$ cat src/rtl/pio_dmem_port_arb_if.sv
// pio_dmem_port_arb_if: PIO host, application requester and BRAM port-B signals of the arbiter
interface pio_dmem_port_arb_if #(
  parameter int WIDTH       = 32,
  parameter int DEPTH_NBITS = 10,
  parameter int NREQ        = 2,
  parameter int PIO_NBITS   = 32
);
  logic                        clk_div;
  logic [PIO_NBITS-1:0]        reg_addr;
  logic [PIO_NBITS-1:0]        reg_din;
  logic                        reg_rd;
  logic                        reg_wr;
  logic                        reg_ms;
  logic                        mem_ack;
  logic [PIO_NBITS-1:0]        pio_rdata;
  logic [NREQ-1:0]             req_vld;
  logic [NREQ-1:0]             req_wr;
  logic [NREQ*DEPTH_NBITS-1:0] req_addr;
  logic [NREQ*WIDTH-1:0]       req_wdata;
  logic [NREQ-1:0]             req_gnt;
  logic [NREQ-1:0]             rd_vld;
  logic [WIDTH-1:0]            rd_data;
  logic                        mem_we;
  logic [DEPTH_NBITS-1:0]      mem_addr;
  logic [WIDTH-1:0]            mem_wdata;
  logic [WIDTH-1:0]            mem_dout;
  modport master (
    output clk_div, reg_addr, reg_din, reg_rd, reg_wr, reg_ms,
    output req_vld, req_wr, req_addr, req_wdata, mem_dout,
    input  mem_ack, pio_rdata, req_gnt, rd_vld, rd_data, mem_we, mem_addr, mem_wdata
  );
  modport slave (
    input  clk_div, reg_addr, reg_din, reg_rd, reg_wr, reg_ms,
    input  req_vld, req_wr, req_addr, req_wdata, mem_dout,
    output mem_ack, pio_rdata, req_gnt, rd_vld, rd_data, mem_we, mem_addr, mem_wdata
  );
endinterface

$ cat src/rtl/pio_dmem_port_arb.sv
// pio_dmem_port_arb: round-robin/PIO arbiter and sequencer for BRAM port B with clk_div-paced PIO ack
module pio_dmem_port_arb #(
  parameter int WIDTH       = 32,
  parameter int DEPTH_NBITS = 10,
  parameter int NREQ        = 2,
  parameter int PIO_STARVE  = 8,
  parameter int REG_WR_EN   = 1,
  parameter int PIO_NBITS   = 32
) (
  input logic clk,
  input logic rst,
  pio_dmem_port_arb_if.slave bus
);
  localparam int RW = NREQ > 1 ? $clog2(NREQ) : 1;
  localparam int SW = $clog2(PIO_STARVE + 1);
  logic pio_pend_q, pio_pend_d, pio_wr_q, pio_wr_d, pio_busy_q, pio_busy_d;
  logic ack_pend_q, ack_pend_d, mem_ack_q, mem_ack_d;
  logic [DEPTH_NBITS-1:0] pio_addr_q, pio_addr_d;
  logic [WIDTH-1:0] pio_data_q, pio_data_d;
  logic [PIO_NBITS-1:0] pio_rdata_q, pio_rdata_d;
  logic [SW-1:0] starve_q, starve_d;
  logic [RW-1:0] rr_q, rr_d, app_idx, lo_idx, hi_idx;
  logic [NREQ-1:0] rd_vld_q, rd_vld_d, app_vld, app_oh;
  logic lo_any, hi_any, pio_req, gnt_pio, gnt_app, cap, done;
  logic unused_ok;
  assign unused_ok = &{1'b0, bus.reg_addr, bus.reg_din};
  // Lowest requester at/after the pointer wins; otherwise the lowest overall (wrap-around).
  always_comb begin
    app_vld = rst ? '0 : bus.req_vld;
    lo_idx = '0;
    hi_idx = '0;
    lo_any = 1'b0;
    hi_any = 1'b0;
    for (int i = NREQ - 1; i >= 0; i--) begin
      if (app_vld[i]) begin
        lo_idx = RW'(i);
        lo_any = 1'b1;
        if (i >= int'(rr_q)) begin
          hi_idx = RW'(i);
          hi_any = 1'b1;
        end
      end
    end
    app_idx = hi_any ? hi_idx : lo_idx;
  end
  // A PIO read in flight is not re-arbitrated while waiting for its data.
  assign pio_req = pio_pend_q & ~pio_busy_q & ~rst;
  assign gnt_pio = pio_req & ((starve_q >= SW'(PIO_STARVE)) | ~lo_any);
  assign gnt_app = lo_any & ~gnt_pio;
  assign app_oh  = gnt_app ? NREQ'(1) << app_idx : '0;
  assign done    = (gnt_pio & pio_wr_q) | pio_busy_q;
  assign cap     = bus.reg_ms & (bus.reg_rd | bus.reg_wr) & ~pio_pend_q;
  always_comb begin
    pio_pend_d  = done ? 1'b0 : (cap | pio_pend_q);
    pio_wr_d    = cap ? bus.reg_wr : pio_wr_q;
    pio_addr_d  = cap ? bus.reg_addr[DEPTH_NBITS+1:2] : pio_addr_q;
    pio_data_d  = cap ? bus.reg_din[WIDTH-1:0] : pio_data_q;
    pio_busy_d  = gnt_pio & ~pio_wr_q;
    starve_d    = gnt_pio ? '0 : (pio_req & (starve_q < SW'(PIO_STARVE))) ? starve_q + SW'(1) : starve_q;
    rr_d        = gnt_app ? ((app_idx == RW'(NREQ - 1)) ? '0 : app_idx + RW'(1)) : rr_q;
    rd_vld_d    = app_oh & ~bus.req_wr;
    pio_rdata_d = pio_busy_q ? PIO_NBITS'(bus.mem_dout) : pio_rdata_q;
    mem_ack_d   = bus.clk_div ? (ack_pend_q | done) : mem_ack_q;
    ack_pend_d  = bus.clk_div ? 1'b0 : (ack_pend_q | done);
  end
  always_ff @(posedge clk) begin
    if (rst) begin
      pio_pend_q  <= 1'b0;
      pio_wr_q    <= 1'b0;
      pio_busy_q  <= 1'b0;
      pio_addr_q  <= '0;
      pio_data_q  <= '0;
      pio_rdata_q <= '0;
      starve_q    <= '0;
      rr_q        <= '0;
      rd_vld_q    <= '0;
      ack_pend_q  <= 1'b0;
      mem_ack_q   <= 1'b0;
    end else begin
      pio_pend_q  <= pio_pend_d;
      pio_wr_q    <= pio_wr_d;
      pio_busy_q  <= pio_busy_d;
      pio_addr_q  <= pio_addr_d;
      pio_data_q  <= pio_data_d;
      pio_rdata_q <= pio_rdata_d;
      starve_q    <= starve_d;
      rr_q        <= rr_d;
      rd_vld_q    <= rd_vld_d;
      ack_pend_q  <= ack_pend_d;
      mem_ack_q   <= mem_ack_d;
    end
  end
  assign bus.req_gnt   = app_oh;
  assign bus.mem_we    = gnt_pio ? (pio_wr_q & (REG_WR_EN != 0)) : (gnt_app & bus.req_wr[app_idx]);
  assign bus.mem_addr  = gnt_pio ? pio_addr_q : gnt_app ? bus.req_addr[app_idx*DEPTH_NBITS +: DEPTH_NBITS] : '0;
  assign bus.mem_wdata = gnt_pio ? pio_data_q : gnt_app ? bus.req_wdata[app_idx*WIDTH +: WIDTH] : '0;
  assign bus.mem_ack   = mem_ack_q;
  assign bus.pio_rdata = pio_rdata_q;
  assign bus.rd_vld    = rd_vld_q;
  assign bus.rd_data   = |rd_vld_q ? bus.mem_dout : '0;
endmodule
$ cat src/flat_wrapper.sv
// flat-port wrapper written by rule: the top's interface ports become plain ports
module pio_dmem_port_arb_flat 
#(
  parameter int WIDTH       = 32,
  parameter int DEPTH_NBITS = 10,
  parameter int NREQ        = 2,
  parameter int PIO_STARVE  = 8,
  parameter int REG_WR_EN   = 1,
  parameter int PIO_NBITS   = 32
)
  (clk, rst, bus_clk_div, bus_reg_addr, bus_reg_din, bus_reg_rd, bus_reg_wr, bus_reg_ms, bus_req_vld, bus_req_wr, bus_req_addr, bus_req_wdata, bus_mem_dout, bus_mem_ack, bus_pio_rdata, bus_req_gnt, bus_rd_vld, bus_rd_data, bus_mem_we, bus_mem_addr, bus_mem_wdata);
  pio_dmem_port_arb_if #(.WIDTH(WIDTH), .DEPTH_NBITS(DEPTH_NBITS), .NREQ(NREQ), .PIO_NBITS(PIO_NBITS)) bus_i ();
  input logic clk;
  input logic rst;
  input wire logic [$bits(bus_i.clk_div)-1:0] bus_clk_div;
  input wire logic [$bits(bus_i.reg_addr)-1:0] bus_reg_addr;
  input wire logic [$bits(bus_i.reg_din)-1:0] bus_reg_din;
  input wire logic [$bits(bus_i.reg_rd)-1:0] bus_reg_rd;
  input wire logic [$bits(bus_i.reg_wr)-1:0] bus_reg_wr;
  input wire logic [$bits(bus_i.reg_ms)-1:0] bus_reg_ms;
  input wire logic [$bits(bus_i.req_vld)-1:0] bus_req_vld;
  input wire logic [$bits(bus_i.req_wr)-1:0] bus_req_wr;
  input wire logic [$bits(bus_i.req_addr)-1:0] bus_req_addr;
  input wire logic [$bits(bus_i.req_wdata)-1:0] bus_req_wdata;
  input wire logic [$bits(bus_i.mem_dout)-1:0] bus_mem_dout;
  output wire logic [$bits(bus_i.mem_ack)-1:0] bus_mem_ack;
  output wire logic [$bits(bus_i.pio_rdata)-1:0] bus_pio_rdata;
  output wire logic [$bits(bus_i.req_gnt)-1:0] bus_req_gnt;
  output wire logic [$bits(bus_i.rd_vld)-1:0] bus_rd_vld;
  output wire logic [$bits(bus_i.rd_data)-1:0] bus_rd_data;
  output wire logic [$bits(bus_i.mem_we)-1:0] bus_mem_we;
  output wire logic [$bits(bus_i.mem_addr)-1:0] bus_mem_addr;
  output wire logic [$bits(bus_i.mem_wdata)-1:0] bus_mem_wdata;
  assign bus_i.clk_div = bus_clk_div;
  assign bus_i.reg_addr = bus_reg_addr;
  assign bus_i.reg_din = bus_reg_din;
  assign bus_i.reg_rd = bus_reg_rd;
  assign bus_i.reg_wr = bus_reg_wr;
  assign bus_i.reg_ms = bus_reg_ms;
  assign bus_i.req_vld = bus_req_vld;
  assign bus_i.req_wr = bus_req_wr;
  assign bus_i.req_addr = bus_req_addr;
  assign bus_i.req_wdata = bus_req_wdata;
  assign bus_i.mem_dout = bus_mem_dout;
  assign bus_mem_ack = bus_i.mem_ack;
  assign bus_pio_rdata = bus_i.pio_rdata;
  assign bus_req_gnt = bus_i.req_gnt;
  assign bus_rd_vld = bus_i.rd_vld;
  assign bus_rd_data = bus_i.rd_data;
  assign bus_mem_we = bus_i.mem_we;
  assign bus_mem_addr = bus_i.mem_addr;
  assign bus_mem_wdata = bus_i.mem_wdata;
  pio_dmem_port_arb #(.WIDTH(WIDTH), .DEPTH_NBITS(DEPTH_NBITS), .NREQ(NREQ), .PIO_STARVE(PIO_STARVE), .REG_WR_EN(REG_WR_EN), .PIO_NBITS(PIO_NBITS)) u_core (.clk(clk), .rst(rst), .bus(bus_i));
endmodule
$ cat config.mk
export PLATFORM = sky130hd
export DESIGN_NAME = pio_dmem_port_arb_flat
export DESIGN_NICKNAME = d
export VERILOG_FILES = /design/src/rtl/pio_dmem_port_arb_if.sv /design/src/rtl/pio_dmem_port_arb.sv /design/src/flat_wrapper.sv
export SDC_FILE = /design/constraint.sdc
export NUM_CORES = 1
export LEC_CHECK = 0
export ABC_AREA = 1
export BUFFER_PORTS_ARGS = -buffer_cell sky130_fd_sc_hd__buf_2
export CAP_MARGIN = 20
export CORE_AREA = 2 2 118 120
export DETAILED_ROUTE_END_ITERATION = 12
export DIE_AREA = 0 0 120 122
export HOLD_SLACK_MARGIN = 0.12
export PLACE_DENSITY_LB_ADDON = 0.08
export SLEW_MARGIN = 20
export SYNTH_ARGS = -nofsm -noshare
export SYNTH_HDL_FRONTEND = slang
export SYNTH_SLANG_ARGS = --single-unit
$ cat constraint.sdc
create_clock -name clk -period 2.4 [get_ports clk]
set_clock_uncertainty 0.05 [all_clocks]
set_input_delay 0 -clock clk [delete_from_list [all_inputs] [get_ports clk]]
set_output_delay 0 -clock clk [all_outputs]
set_load 0.02 [all_outputs]
# Word-level counts from Yosys, hierarchy flattened
# Index checks and enable logic that the tools add are counted.
# Widths: inputs -> output; s select.
# word_totals
reg_bits	86
input_bits	190
out_inout_bits	112
word_cells	67
# op_classes
n_addsub	2
multipliers	1
order_cmp	4
shifts	3
n_mux	19
bitwise	23
reduce_logical	4
# op_table
cell	count
$mux 32	3
$shiftx 64x7->32	1
$mux 10	2
$shiftx 20x6->10	1
$mux 1	12
$and 1x1->1	10
$reduce_or 2->1	4
$not 1->1	6
$or 1x1->1	5
$add 4x1->4 const B	1
$ge 4x4->1 const B	1
$lt 4x4->1 const B	1
$mul 1x3->4 const B	1
$mux 2	2
$and 2x2->2	1
$lt 1x2->1 const B	1
$not 2->2	1
$shl 1x1->2 const A	1
$add 1x1->1 const B	1
$ge 1x1->1 const A	1

# Depth between registers and ports, before layout
# logic_depth
ltp_word	10
ltp_mapped	9
depth_no_buf	8

# Least setup slack after synthesis
# No wires, ideal clock.
# synth_path
path_kind	register to output
start	reg u_core.pio_pend_q
end	out bus_mem_addr[0]
t_arrival_ps	1162
t_required_ps	2350
path_slack_ps	1188
path_stages_with_launch	8
n_path_buf	1
cell_sequence	dfxtp_1 nand2_1 nor2_2 nand2_1 inv_2 buf_2 nand2_1 nand2_1
# synth_via
elab_chain_cells	7
# synth_lines
element	line	text
start: declaration	pio_dmem_port_arb.sv:16	logic pio_pend_q, pio_pend_d, pio_wr_q, pio_wr_d, pio_busy_q, pio_busy_d;
start signal: assignment	pio_dmem_port_arb.sv:80	pio_pend_q <= pio_pend_d;
$and 1x1->1 (*) (2 in a row)	pio_dmem_port_arb.sv:47	assign pio_req = pio_pend_q & ~pio_busy_q & ~rst;
$and 1x1->1 (*)	pio_dmem_port_arb.sv:48	assign gnt_pio = pio_req & ((starve_q >= SW'(PIO_STARVE)) | ~lo_any);
$not 1->1	pio_dmem_port_arb.sv:49	assign gnt_app = lo_any & ~gnt_pio;
$and 1x1->1	pio_dmem_port_arb.sv:49	
$mux 10	pio_dmem_port_arb.sv:95	assign bus.mem_addr = gnt_pio ? pio_addr_q : gnt_app ? bus.req_addr[app_idx*DEPTH_NBITS +: DEPTH_NBITS] : '0;
$mux 10 (*)	pio_dmem_port_arb.sv:95	
end: declaration	flat_wrapper.sv:32	output wire logic [$bits(bus_i.mem_addr)-1:0] bus_mem_addr;
# Every way passes the cells marked *; elsewhere a longest branch is shown, timed or not.

# Final worst setup path
# layout_path
start	in rst
end	out bus_mem_wdata[8]
# layout_via
elab_chain_cells	10
word_cells_on_any_way	19
classes_between	1 x shift; 11 x mux; 7 x bitwise
# layout_lines
element	line	text
start: declaration	flat_wrapper.sv:14	input logic rst;
branches (longest 9 deep; another with $shiftx 64x7->32)	n/a	
$mux 32 (*)	pio_dmem_port_arb.sv:96	assign bus.mem_wdata = gnt_pio ? pio_data_q : gnt_app ? bus.req_wdata[app_idx*WIDTH +: WIDTH] : '0;
end: declaration	flat_wrapper.sv:33	output wire logic [$bits(bus_i.mem_wdata)-1:0] bus_mem_wdata;
# Every way passes the cells marked *.

==> impl_metrics.yaml <==
clocking:
  path_clk_slew_ps: 60
  clock_sinks: 86
  clk_latency_ps: 340
  cts-buffers-inserted: 9
  h-tree-depth: 3
  ctsLongestPathBuffers: 2
  ctsRootBufferMaster: "clkbuf_16"
  tritoncts: "yes"
sta:
  worst_slew_margin_rel_pct: 64.1
  min_period_ps: 2060
  clock.fmax_ghz: 0.486
  final.setup.tns_ps: 0
  post-route-period-util_pct: 85.8
  finalMaxSlewViolations: 0
  worst_pin_slew_ps: 538
  setup-violations-final: 0
  rsz0062_at_grt: "no"
  hold_violations: 0
power:
  clkPwrFrac_pct: 40.1
  leakagePower_nw: 4.04
  switching_share_pct: 27.7
  seq_power_share_pct: 38.1
  power_frac_comb_pct: 21.7
  cellInternalPower_mw: 2.98
  total_power_mw: 4.12
  p_per_area_nw_per_um2: 586
  switchingPower_mw: 1.14
  irDropWorstVdd_mv: 0.323
run_status:
  status: "finished, final reports clean"
worst_setup_path:
  critPathKind: "input port to output port"
  cp.arrival_ps: 2010
  cp-start-kind: "input port"
  crit_start: "rst"
  r2r-start: "u_core.rr_q"
  rrSetupSlack_ps: 630
  r2r-end: "u_core.bus.rd_vld[1]"
  cp_max_fo: 43
  crit_end: "bus_mem_wdata[8]"
  ff2ff_path_depth: 6
  required_ps: 2350
  end_kind: "output port"
yosys:
  netlist_area_um2: 4420
  yosysSeqAreaShare_pct: 39.0
  ys_top_cells_by_area: "dfxtp_1, nand2_1, nor2_1"
  synth_top_cell_area_share_pct: 39.0
  synth_ff_type: "dfxtp_1"
  ys_top_cells_by_count: "nand2_1, nor2_1, dfxtp_1"
  synth.avg_cell_area_um2: 6.21
  synth_edf_count: 0
  synthArstFlopShare_pct: 0
  synth_nets: 903
  yosysMostFrequentCell: "nand2_1"
  synth_top_area_cell: "dfxtp_1"
  synthCells: 711
  ys_warn_count: 0
  synth-seq-cells: 86
  yosysUniqueCellTypes: 24
detailed_routing:
  ant_nets: 0
  drc_errors: 0
  viasPerCell: 4.36
  vias: 5388
  first_pass_iters: 4
  wl_per_cell_um: 12.0
  drtIter0Drc: 171
  routed_wl_um: 14800
die:
  die-height_um: 122
  rows: 43
  core_um2: 13500
  die_area_um2: 14600
  boundaryPins: 302
  start_util_pct: 32.7
  die_x_um: 120
layout:
  drive_gt1_share_pct: 30.0
  diodes: 0
  nFillCells: 1420
  instances_no_fill: 1235
  area_delta_synth_final_pct: 59.2
  fin_nets: 1242
placement:
  dp_hpwl_um: 9940
  port_buffers: 279
  dpl.cell_count: 1134
  globalplace.congestion: 0.737
job:
  drv_cap: 0
global_routing:
  antenna_found_initial: 0
  grt_max_degree: 65
  grt_pass1_wl_um: 24100
  grt_pass1_vias: 5141
  gr-total-overflow: 0
  grt_usage_pct: 20.3
worst_hold_path:
  hp-class: "input port to register"
==> flip-flops by register name, summed over array words and instances, names as in the netlist <==
| name | cells |
|---|---|
| u_core.bus.pio_rdata | 32 |
| u_core.pio_data_q | 32 |
| u_core.pio_addr_q | 10 |
| u_core.starve_q | 4 |
| u_core.bus.rd_vld | 2 |
| u_core.ack_pend_q | 1 |
| u_core.bus.mem_ack | 1 |
| u_core.pio_busy_q | 1 |
| u_core.pio_pend_q | 1 |
| u_core.pio_wr_q | 1 |
| u_core.rr_q | 1 |
==> layout by cell type (no fill, tap or decap), types with 3 or more instances in the layout <==
| cell | instances |
|---|---|
| inv_4 | 4 |
| buf_4 | 6 |
| dlygate4sd3_1 | 85 |
| buf_2 | 279 |
| bufinv_16 | 3 |
| nor3_1 | 3 |
| nand3_1 | 6 |
| dfxtp_1 | 85 |
| a21oi_1 | 35 |
| inv_1 | 48 |
| nor2_2 | 3 |
| nor2_1 | 124 |
| clkbuf_16 | 9 |
| nand2_1 | 273 |
| o21ai_0 | 76 |
==> worst max-delay path: stages <==
cell           delay [ps]
dlygate4sd3_1         530
buf_2                 180
inv_4                 260
nand2_1                90
o21bai_4              200
inv_4                 330
nand2_1                90
nand2_1               110
buf_2                 170
==> metrics by stage <==
stage          instance area, um^2  util (%)  setup WS (ps)  hold WS (ps)
2_1_floorplan                 4420         -           1190          22.4
3_3_place_gp                  5810      43.1            556           144
6_report                      7030      52.0            341           205
5_1_grt                       7030      52.0            147           272
4_1_cts                       7020      52.0           56.9           192
3_5_place_dp                  5810      43.1            526           157
==> cells by family (layout without fill, tap and decap cells) <==
group / count (synthesis) / after routing / synth area share (%)
DFF: 86 / 86 / 39.0
AOI/OAI and AO/OA: 112 / 112 / 13.0
adders and majority gates: 2 / 2 / 0.567
xor gates and xnor gates: 1 / 1 / 0.198
buffers and inverters: 96 / 440 / 10.9
and+or+nand+nor: 414 / 414 / 36.4
==> how the worst min path moves through the flow <==
stage	depth (start not counted)	start	to
after floorplan	1	bus_req_wr[0]	u_core.bus.rd_vld[0]
after global placement	2	bus_req_wr[1]	u_core.bus.rd_vld[1]
after detailed placement	2	bus_req_wr[1]	u_core.bus.rd_vld[1]
after CTS	7	bus_req_vld[1]	u_core.pio_pend_q
after global routing	7	bus_req_vld[1]	u_core.rr_q
final	7	bus_req_vld[1]	u_core.pio_pend_q
==> power by group through the flow <==
stage	Clock (mW)	Sequential [mW]	Combinational, mW
after CTS	1.70	1.57	0.903
after detailed placement	0	1.60	0.789
after global placement	0	1.60	0.790
final	1.65	1.57	0.895
after global routing	1.76	1.58	1.01
after floorplan	0	1.63	0.464
==> metal layers <==
metal	GRT usage, %	wire [um]	vias up
li1	-	-	2856
met1	24.2	6400	2324
met2	35.5	7060	190
met3	5.85	1110	18
met4	6.03	238	0
met5	0	0	-
==> cell type report <==
| class | instances | area, um^2 | share of cell area (%) |
|---|---|---|---|
| repair buffers | 370 | 2290 | 32.6 |
| multi-input cells | 529 | 2220 | 31.5 |
| flip-flops and latches | 86 | 1720 | 24.5 |
| clock buffers | 11 | 253 | 3.60 |
| well taps | 180 | 225 | 3.20 |
| inverters | 54 | 213 | 3.03 |
| clock inverters | 5 | 105 | 1.50 |
==> repair_timing <==
| action | 4_1_cts | 5_1_grt |
|---|---|---|
| buffers inserted | 0 | 0 |
| gates resized for setup | 0 | 4 |
| hold buffers | 85 | 0 |
| setup endpoints to repair | 0 | 43 |
| hold endpoints to repair | 85 | 0 |
Note: power is estimated with default switching activity, not from simulation.
